--- src/rtl/riscv_csr_port_arbiter_pkg.sv ---
// Shared CSR-port definitions: op encodings (matching riscv_defines), DIFT CSR addresses
// and the request bundle carried from each requester to the CSR file.
package riscv_csr_port_arbiter_pkg;

  localparam logic [1:0] CSR_OP_NONE  = 2'b00;
  localparam logic [1:0] CSR_OP_WRITE = 2'b01;
  localparam logic [1:0] CSR_OP_SET   = 2'b10;
  localparam logic [1:0] CSR_OP_CLEAR = 2'b11;

  localparam logic [11:0] CSR_ADDR_TPR = 12'h700;
  localparam logic [11:0] CSR_ADDR_TCR = 12'h701;

  typedef struct packed {
    logic [11:0] addr;
    logic [31:0] wdata;
    logic [1:0]  op;
  } csr_req_t;

  typedef enum logic [1:0] {
    GNT_NONE = 2'b00,
    GNT_CORE = 2'b01,
    GNT_DBG  = 2'b10
  } gnt_e;

  // TPR/TCR hold the DIFT policy and are frozen against the core while locked.
  function automatic logic is_dift_csr(input logic [11:0] addr);
    return (addr == CSR_ADDR_TPR) || (addr == CSR_ADDR_TCR);
  endfunction

endpackage

--- src/rtl/riscv_csr_port_arbiter.sv ---
// Arbitrates the single CSR-file port between the ID stage and the debug unit, bounding
// debug starvation with a core-grant streak counter and enforcing the DIFT policy lock.
module riscv_csr_port_arbiter
  import riscv_csr_port_arbiter_pkg::*;
#(
  parameter int MAX_CORE_STREAK = 4,
  parameter int STREAK_W        = $clog2(MAX_CORE_STREAK + 1)
) (
  input  logic        clk,
  input  logic        rst_n,

  input  logic        core_req_i,
  input  logic [11:0] core_addr_i,
  input  logic [31:0] core_wdata_i,
  input  logic [1:0]  core_op_i,
  output logic        core_gnt_o,
  output logic [31:0] core_rdata_o,
  output logic        core_lock_err_o,

  input  logic        dbg_req_i,
  input  logic [11:0] dbg_addr_i,
  input  logic [31:0] dbg_wdata_i,
  input  logic [1:0]  dbg_op_i,
  input  logic        dbg_halt_i,
  output logic        dbg_gnt_o,
  output logic        dbg_rvalid_o,
  output logic [31:0] dbg_rdata_o,

  input  logic        dift_lock_i,

  output logic        csr_access_o,
  output logic [11:0] csr_addr_o,
  output logic [31:0] csr_wdata_o,
  output logic [1:0]  csr_op_o,
  input  logic [31:0] csr_rdata_i
);

  localparam logic [STREAK_W-1:0] STREAK_MAX = STREAK_W'(MAX_CORE_STREAK);

  logic [STREAK_W-1:0] streak_q, streak_d;
  logic                dbg_rvalid_q;
  logic [31:0]         dbg_rdata_q, dbg_rdata_d;
  logic                lock_err_q;

  gnt_e     gnt;
  logic     streak_sat;
  logic     lock_hit;
  csr_req_t core_bus, dbg_bus, sel_bus;

  assign core_bus   = '{addr: core_addr_i, wdata: core_wdata_i, op: core_op_i};
  assign dbg_bus    = '{addr: dbg_addr_i,  wdata: dbg_wdata_i,  op: dbg_op_i};
  assign streak_sat = (streak_q == STREAK_MAX);

  // Debug wins when halted, when uncontested, or once the core has used up its streak.
  always_comb begin
    gnt = GNT_NONE;
    if (rst_n) begin
      if (dbg_req_i && (dbg_halt_i || !core_req_i || streak_sat)) gnt = GNT_DBG;
      else if (core_req_i)                                        gnt = GNT_CORE;
    end
  end

  assign core_gnt_o = (gnt == GNT_CORE);
  assign dbg_gnt_o  = (gnt == GNT_DBG);

  // The core still completes a locked access (no stall); only its side effect is dropped.
  assign lock_hit = core_gnt_o && dift_lock_i && is_dift_csr(core_addr_i)
                    && (core_op_i != CSR_OP_NONE);

  always_comb begin
    sel_bus = '{addr: 12'h000, wdata: 32'h0, op: CSR_OP_NONE};
    case (gnt)
      GNT_CORE: begin
        sel_bus = core_bus;
        if (lock_hit) sel_bus.op = CSR_OP_NONE;
      end
      GNT_DBG:  sel_bus = dbg_bus;
      default:  ;
    endcase
  end

  assign csr_access_o = core_gnt_o || dbg_gnt_o;
  assign csr_addr_o   = sel_bus.addr;
  assign csr_wdata_o  = sel_bus.wdata;
  assign csr_op_o     = sel_bus.op;
  assign core_rdata_o = csr_rdata_i;

  always_comb begin
    streak_d = streak_q;
    if (dbg_gnt_o || !dbg_req_i)      streak_d = '0;
    else if (core_gnt_o && !streak_sat) streak_d = streak_q + STREAK_W'(1);
  end

  assign dbg_rdata_d = dbg_gnt_o ? csr_rdata_i : dbg_rdata_q;

  always_ff @(posedge clk) begin
    if (!rst_n) begin
      streak_q     <= '0;
      dbg_rvalid_q <= 1'b0;
      dbg_rdata_q  <= 32'h0;
      lock_err_q   <= 1'b0;
    end else begin
      streak_q     <= streak_d;
      dbg_rvalid_q <= dbg_gnt_o;
      dbg_rdata_q  <= dbg_rdata_d;
      lock_err_q   <= lock_hit;
    end
  end

  assign dbg_rvalid_o    = dbg_rvalid_q;
  assign dbg_rdata_o     = dbg_rdata_q;
  assign core_lock_err_o = lock_err_q;

endmodule

--- config.mk ---
export PLATFORM = sky130hd
export DESIGN_NAME = riscv_csr_port_arbiter
export DESIGN_NICKNAME = d
export VERILOG_FILES = /design/src/rtl/riscv_csr_port_arbiter_pkg.sv /design/src/rtl/riscv_csr_port_arbiter.sv
export SDC_FILE = /design/constraint.sdc
export NUM_CORES = 1
export LEC_CHECK = 0
export CAP_MARGIN = 20
export CORE_ASPECT_RATIO = 1.75
export CORE_UTILIZATION = 26
export CTS_BUF_LIST = sky130_fd_sc_hd__clkbuf_4 sky130_fd_sc_hd__clkbuf_8 sky130_fd_sc_hd__clkbuf_16
export CTS_CLUSTER_DIAMETER = 120
export CTS_CLUSTER_SIZE = 30
export DETAILED_ROUTE_END_ITERATION = 12
export PLACE_DENSITY = 0.88
export SKIP_CTS_REPAIR_TIMING = 1
export SLEW_MARGIN = 20
export SYNTH_ARGS = -nofsm -noshare
export SYNTH_HDL_FRONTEND = slang
export SYNTH_SLANG_ARGS = --single-unit
--- constraint.sdc ---
create_clock -name clk -period 2.2 [get_ports clk]
set_input_delay 0.55 -clock clk [delete_from_list [all_inputs] [get_ports clk]]
set_output_delay 0.55 -clock clk [all_outputs]
set_load 0.05 [all_outputs]
==> impl_metrics.ini, run 1 <==
[status]
status = finished with violations
violations = setup timing

[placed_design]
place_ws_ns = -0.775
place_congestion = 0.843
dpl.hpwl_mm = 9.72
io_buffers = 244
dpl_cell_area_mm2 = 0.00629

[synth]
synthCells = 281
yosys.area.top_type = dfxtp_1
synth_top_area_frac = 0.319
async_flop_share = 0
synth_flop_cell = dfxtp_1
synth_area_leaders = dfxtp_1 32%, a22oi_1 14%, mux2i_1 14%, nor2_1 13%, buf_4 12%
synth_edf_count = 0
ys_warn_count = 0
syn_nets = 415
seq_area_frac_synth = 0.319
synth.distinct_cells = 32
synth.avg_cell_area_um2 = 8.26
ys_seq_elements = 37
syn_area_mm2 = 0.00232

[clocking]
h-tree-depth = 2
path_clk_slew_ns = 0.05
cts_tree = yes
cts_buffer_depth = 2
cts-root-buf = clkbuf_16
cts_sinks = 37
cts-buffers-inserted = 5
insertion_delay_ns = 0.28

[worst_setup_path]
critPathMaxStageDelay_ns = 0.34
endpoint_kind = output port
crit_path_end = csr_op_o[1]
cp-startpoint = streak_q[0]
cp_max_fo = 4
cp-start-kind = register
cp.arrival_ns = 2.20
slowest_stage = dfxtp_2
ff2ff_path_depth = 11
worstPathCellList = inv_2 -> ha_4 -> a21oi_4 -> nand2b_4 -> and3_4 -> ha_4 -> o211a_1 -> nand4_1 -> a32o_2 -> buf_6
r2r-end = streak_q[2]
cpMostUsedCell = ha_4
criticalPathCategory = reg -> out
critical_path_required_ns = 1.65
rr_startpoint = streak_q[0]
regToRegSetupSlack_ns = 0.05

[sta]
fin_crit_sh = 1.25
fmax_mhz = 363
fin_crit_ns = 2.75
hold_ws_ns = 0.502
slew-limit-headroom = 0.633
final-max-slew-violation-count = 0
skew_ns = 0.00398
hold_violations = 0
fin_ws_ns = -0.552
finalSetupViolCount = 49
rsz0062_at_grt = true
worst_pin_slew_ns = 0.549

[power]
net-switching-power_uw = 986
intPower_uw = 1860
irDropWorstVdd_mv = 0.630
seqPwrFrac = 0.250
power_leakage_uw = 0.00245
pwr-share-clk = 0.259
combPwrFrac = 0.492
power_density_mw_per_mm2 = 427
switching_share = 0.346

[floorplanning]
fp.dieW_um = 73.4
start_util = 0.268
num_rows = 45
io_pins = 245
core-area_mm2 = 0.00867
die_area_mm2 = 0.00932
die_y_um = 127

[detailed_routing]
drc = 0
firstDrtPassIters = 4
vias_per_cell = 4.83
final_antenna_net_count = 0
wl_per_cell_um = 19.3
vias = 3099
drt-initial-drc-count = 84
wl_mm = 12.4

[run]
cap_violations = 0

[layout]
diodes = 0
synthToLayoutAreaGrowth_pct = 187
design_area_mm2 = 0.00667
mostFrequentLayoutCells = 159 x clkdlybuf4s50_1, 84 x buf_12, 44 x a22oi_2, 44 x nor2_4
fin_util = 0.770
nNetsFinal = 657
drive_gt1_frac = 0.464
final_common_cell = clkdlybuf4s50_1

[worst_hold_path]
min_path_type = reg -> reg

[global_routing]
antenna_found_initial = 0
grt_max_degree = 34
grt_pass1_vias = 3289
grt_pass1_wl_mm = 17.1
grt_overflow_total = 0
grt_usage = 0.242
per-layer routing:
layer	part of all wire	up-vias	global-route usage
met5	0	-	0
met3	0.075	34	0.0607
met4	0.039	0	0.106
met1	0.31	1462	0.218
met2	0.58	170	0.480
li1	-	1433	-
cells by family (layout without fill, tap and decap cells):
family                   count (synthesis)  count (layout)  share of synthesized area
AND/OR/NAND/NOR                         96              96                      0.182
adder cells (fa/ha/maj)                  4               4                     0.0216
AO/OA/AOI/OAI                           51              51                      0.166
buffers and inverters                   59             302                      0.165
multiplexers                            33              33                      0.142
XOR/XNOR                                 1               1                    0.00377
flip-flops                              37              37                      0.319
layout make-up:
| class | count | area, um2 |
|---|---|---|
| clock buffers | 7 | 153 |
| clock inverters | 1 | 5.00 |
| well taps | 117 | 146 |
| fillers | 556 | 2000 |
| repair buffers | 289 | 3770 |
| flip-flops and latches | 37 | 743 |
| multi-input cells | 185 | 1830 |
| inverters | 5 | 22.5 |
power groups by stage:
stage                     clock network [uW]  registers [uW]  logic, uW
final                                    737             711       1400
after global routing                     791             713       1450
after CTS                                762             711       1350
after detailed placement                   0             725       1350
after global placement                     0             722       1320
after floorplan                            0             811        632
registers in the layout, summed over array words and instances, names as in the netlist:
register,cells
dbg_rdata_o,32
streak_q,3
core_lock_err_o,1
dbg_rvalid_o,1
worst max-delay path: cells and delay by family, from the launching register on:
kind | cells | cell delay [ns]
simple gates | 3 | 0.47
buf+inv | 2 | 0.20
fa+ha+maj | 2 | 0.31
compound gates | 3 | 0.62
flops | 1 | 0.34
cell usage after synthesis (2+ instances only):
master,instances
nor2_1,79
a22oi_1,44
dfxtp_1,37
buf_4,36
mux2i_1,33
buf_2,10
inv_1,5
buf_1,4
ha_1,4
a21oi_1,2
a32o_1,2
buf_6,2
clkbuf_1,2
nand4_1,2
nor2b_1,2
how the worst min path moves through the flow:
stage | from | endpoint | cells after the start
floorplan | streak_q[1] | streak_q[1] | 2
global placement | dbg_rdata_o[20] | dbg_rdata_o[20] | 2
detailed placement | dbg_rdata_o[18] | dbg_rdata_o[18] | 2
CTS | dbg_rdata_o[18] | dbg_rdata_o[18] | 2
global route | dbg_rdata_o[10] | dbg_rdata_o[10] | 2
finish | dbg_rdata_o[23] | dbg_rdata_o[23] | 2
stage by stage:
stage / cells / total power [uW] / TNS (ns)
after global routing: 641 / 2950 / -28.37
after detailed placement: 625 / 2070 / -44.19
after CTS: 633 / 2820 / -35.93
after floorplan: 281 / 1440 / -10.32
after global placement: 625 / 2040 / -40.02
final: 641 / 2850 / -23.94
No activity file was read; power rests on OpenSTA's default activity.
==> inputs of run 2 (changes only) <==
Settings changed: ABC_AREA from default to 1, CORE_ASPECT_RATIO 1.75 to default, CTS_BUF_LIST sky130_fd_sc_hd__clkbuf_4 sky130_fd_sc_hd__clkbuf_8 sky130_fd_sc_hd__clkbuf_16 to default, PLACE_DENSITY 0.88 to 0.79.
==> impl_metrics.ini, run 2 <==
[detailed_routing]
firstDrtPassIters = 4
drc = 0
wl_mm = 11.7
final_antenna_net_count = 0
vias_per_cell = 4.77
wl_per_cell_um = 17.6
drt-initial-drc-count = 60
vias = 3170

[status]
violations = setup timing
status = finished with violations

[sta]
hold_violations = 0
fmax_mhz = 361
worst_pin_slew_ns = 0.529
finalSetupViolCount = 49
fin_crit_sh = 1.26
skew_ns = 0.00222
hold_ws_ns = 0.469
slew-limit-headroom = 0.646
final-max-slew-violation-count = 0
fin_crit_ns = 2.77
fin_ws_ns = -0.569
rsz0062_at_grt = true

[worst_setup_path]
criticalPathCategory = reg -> out
regToRegSetupSlack_ns = 0.10
r2r-end = dbg_rdata_o[1]
cp_max_fo = 6
cp-start-kind = register
endpoint_kind = output port
cp.arrival_ns = 2.22
ff2ff_path_depth = 12
critical_path_required_ns = 1.65
rr_startpoint = streak_q[1]

[layout]
design_area_mm2 = 0.00640
final_common_cell = clkdlybuf4s50_1
fin_util = 0.775
largest_reg_flops = 32
drive_gt1_frac = 0.451
multi_input_area_mm2 = 0.00183
mostFrequentLayoutCells = 159 x clkdlybuf4s50_1, 54 x nand2_1, 46 x a21oi_4
fillers = 530
nNetsFinal = 692
register_area_um2 = 743
synthToLayoutAreaGrowth_pct = 187

[worst_hold_path]
hold_path_depth = 1
min_from = dbg_rdata_o[18]
holdPathEnd = dbg_rdata_o[18]
min_path_type = reg -> reg

[synth]
ys_warn_count = 0
synth.distinct_cells = 17
synth.avg_cell_area_um2 = 7.08
ys_seq_elements = 37
async_flop_share = 0
synth_flop_cell = dfxtp_1
syn_area_mm2 = 0.00223
synth_area_leaders = dfxtp_1 33%, nand2_1 18%, a22o_1 13%, buf_4 12%, a21oi_1 11%
synth_top_area_frac = 0.332
synth_commonest_cells = 109 x nand2_1, 48 x a21oi_1, 37 x dfxtp_1
syn_nets = 449
synth_edf_count = 0
synthCells = 315
yosysMostFrequentCell = nand2_1
yosys.area.top_type = dfxtp_1
seq_area_frac_synth = 0.332

[placed_design]
dpl_cell_area_mm2 = 0.00558
dpl.hpwl_mm = 8.08
place_ws_ns = -0.725
io_buffers = 244
place_congestion = 0.823

[clocking]
cts_buffer_depth = 2
h-tree-depth = 2
cts_tree = yes
cts-buffers-inserted = 5
cts-root-buf = clkbuf_8
path_clk_slew_ns = 0.07
insertion_delay_ns = 0.28
cts_sinks = 37

[floorplanning]
fp.dieW_um = 94.6
io_pins = 245
start_util = 0.270
die_area_mm2 = 0.00895
num_rows = 33
core-area_mm2 = 0.00826
die_y_um = 94.6

[global_routing]
grt_pass1_vias = 2966
grt_usage = 0.201
grt_overflow_total = 0
grt_max_degree = 34
grt_pass1_wl_mm = 14.0
antenna_found_initial = 0

[power]
power_density_mw_per_mm2 = 409
irDropWorstVdd_mv = 0.323
power_leakage_uw = 0.00248

[run]
cap_violations = 0
[run 2: critical path: stages, from the launching register on]
cell      delay (ns)
dfxtp_2         0.34
inv_2           0.06
ha_4            0.16
nand2_2         0.07
nand3b_1        0.09
nand2_2         0.13
nand3_4         0.10
inv_2           0.08
ha_4            0.17
buf_12          0.13
buf_12          0.12
nand2_2         0.06
inv_2           0.05
nand2_2         0.06
a21oi_4         0.17
buf_12          0.16
[run 2: logic make-up after synthesis]
| family | share of synthesized area |
|---|---|
| AO/OA/AOI/OAI | 0.241 |
| adder cells (fa/ha/maj) | 0.0224 |
| buffers and inverters | 0.195 |
| flip-flops | 0.332 |
| AND/OR/NAND/NOR | 0.209 |
[run 2: per-stage QoR]
step | TNS, ns | std cells | total power, uW
floorplan | -12.23 | 315 | 1370
global placement | -42.47 | 642 | 1870
detailed placement | -44.91 | 642 | 1890
CTS | -35.92 | 650 | 2490
global route | -29.37 | 664 | 2710
finish | -24.31 | 665 | 2620
[run 2: per-layer routing]
metal,track usage,vias up,part of all wire
met1,0.199,1491,0.35
met4,0.0467,0,0.016
met5,0,-,0
met2,0.403,161,0.55
li1,-,1499,-
met3,0.0556,19,0.085
[run 2: worst max-delay path by stage]
| stage | start | endpoint | cells past startpoint |
|---|---|---|---|
| floorplan | dbg_halt_i | csr_addr_o[1] | 9 |
| global placement | core_req_i | csr_op_o[1] | 14 |
| CTS | core_req_i | csr_wdata_o[9] | 10 |
| global route | streak_q[1] | csr_op_o[0] | 16 |
| detailed placement | core_req_i | csr_wdata_o[9] | 10 |
| finish | streak_q[1] | csr_op_o[0] | 15 |
[run 2: cell type report]
| type | count | area share |
|---|---|---|
| Antenna cell | 1 | 0.000391 |
| Clock buffer | 6 | 0.0129 |
| Clock inverter | 2 | 0.00587 |
| Inverter | 17 | 0.0113 |
| Multi-Input combinational cell | 208 | 0.286 |
| Sequential cell | 37 | 0.116 |
| Tap cell | 105 | 0.0205 |
| Timing Repair Buffer | 289 | 0.547 |
[run 2: power breakdown]
part | internal [uW] | switching (uW) | leakage, uW
logic | 619 | 685 | 0.00212
registers | 697 | 13.4 | 0.000302
clock network | 368 | 232 | 0.0000574
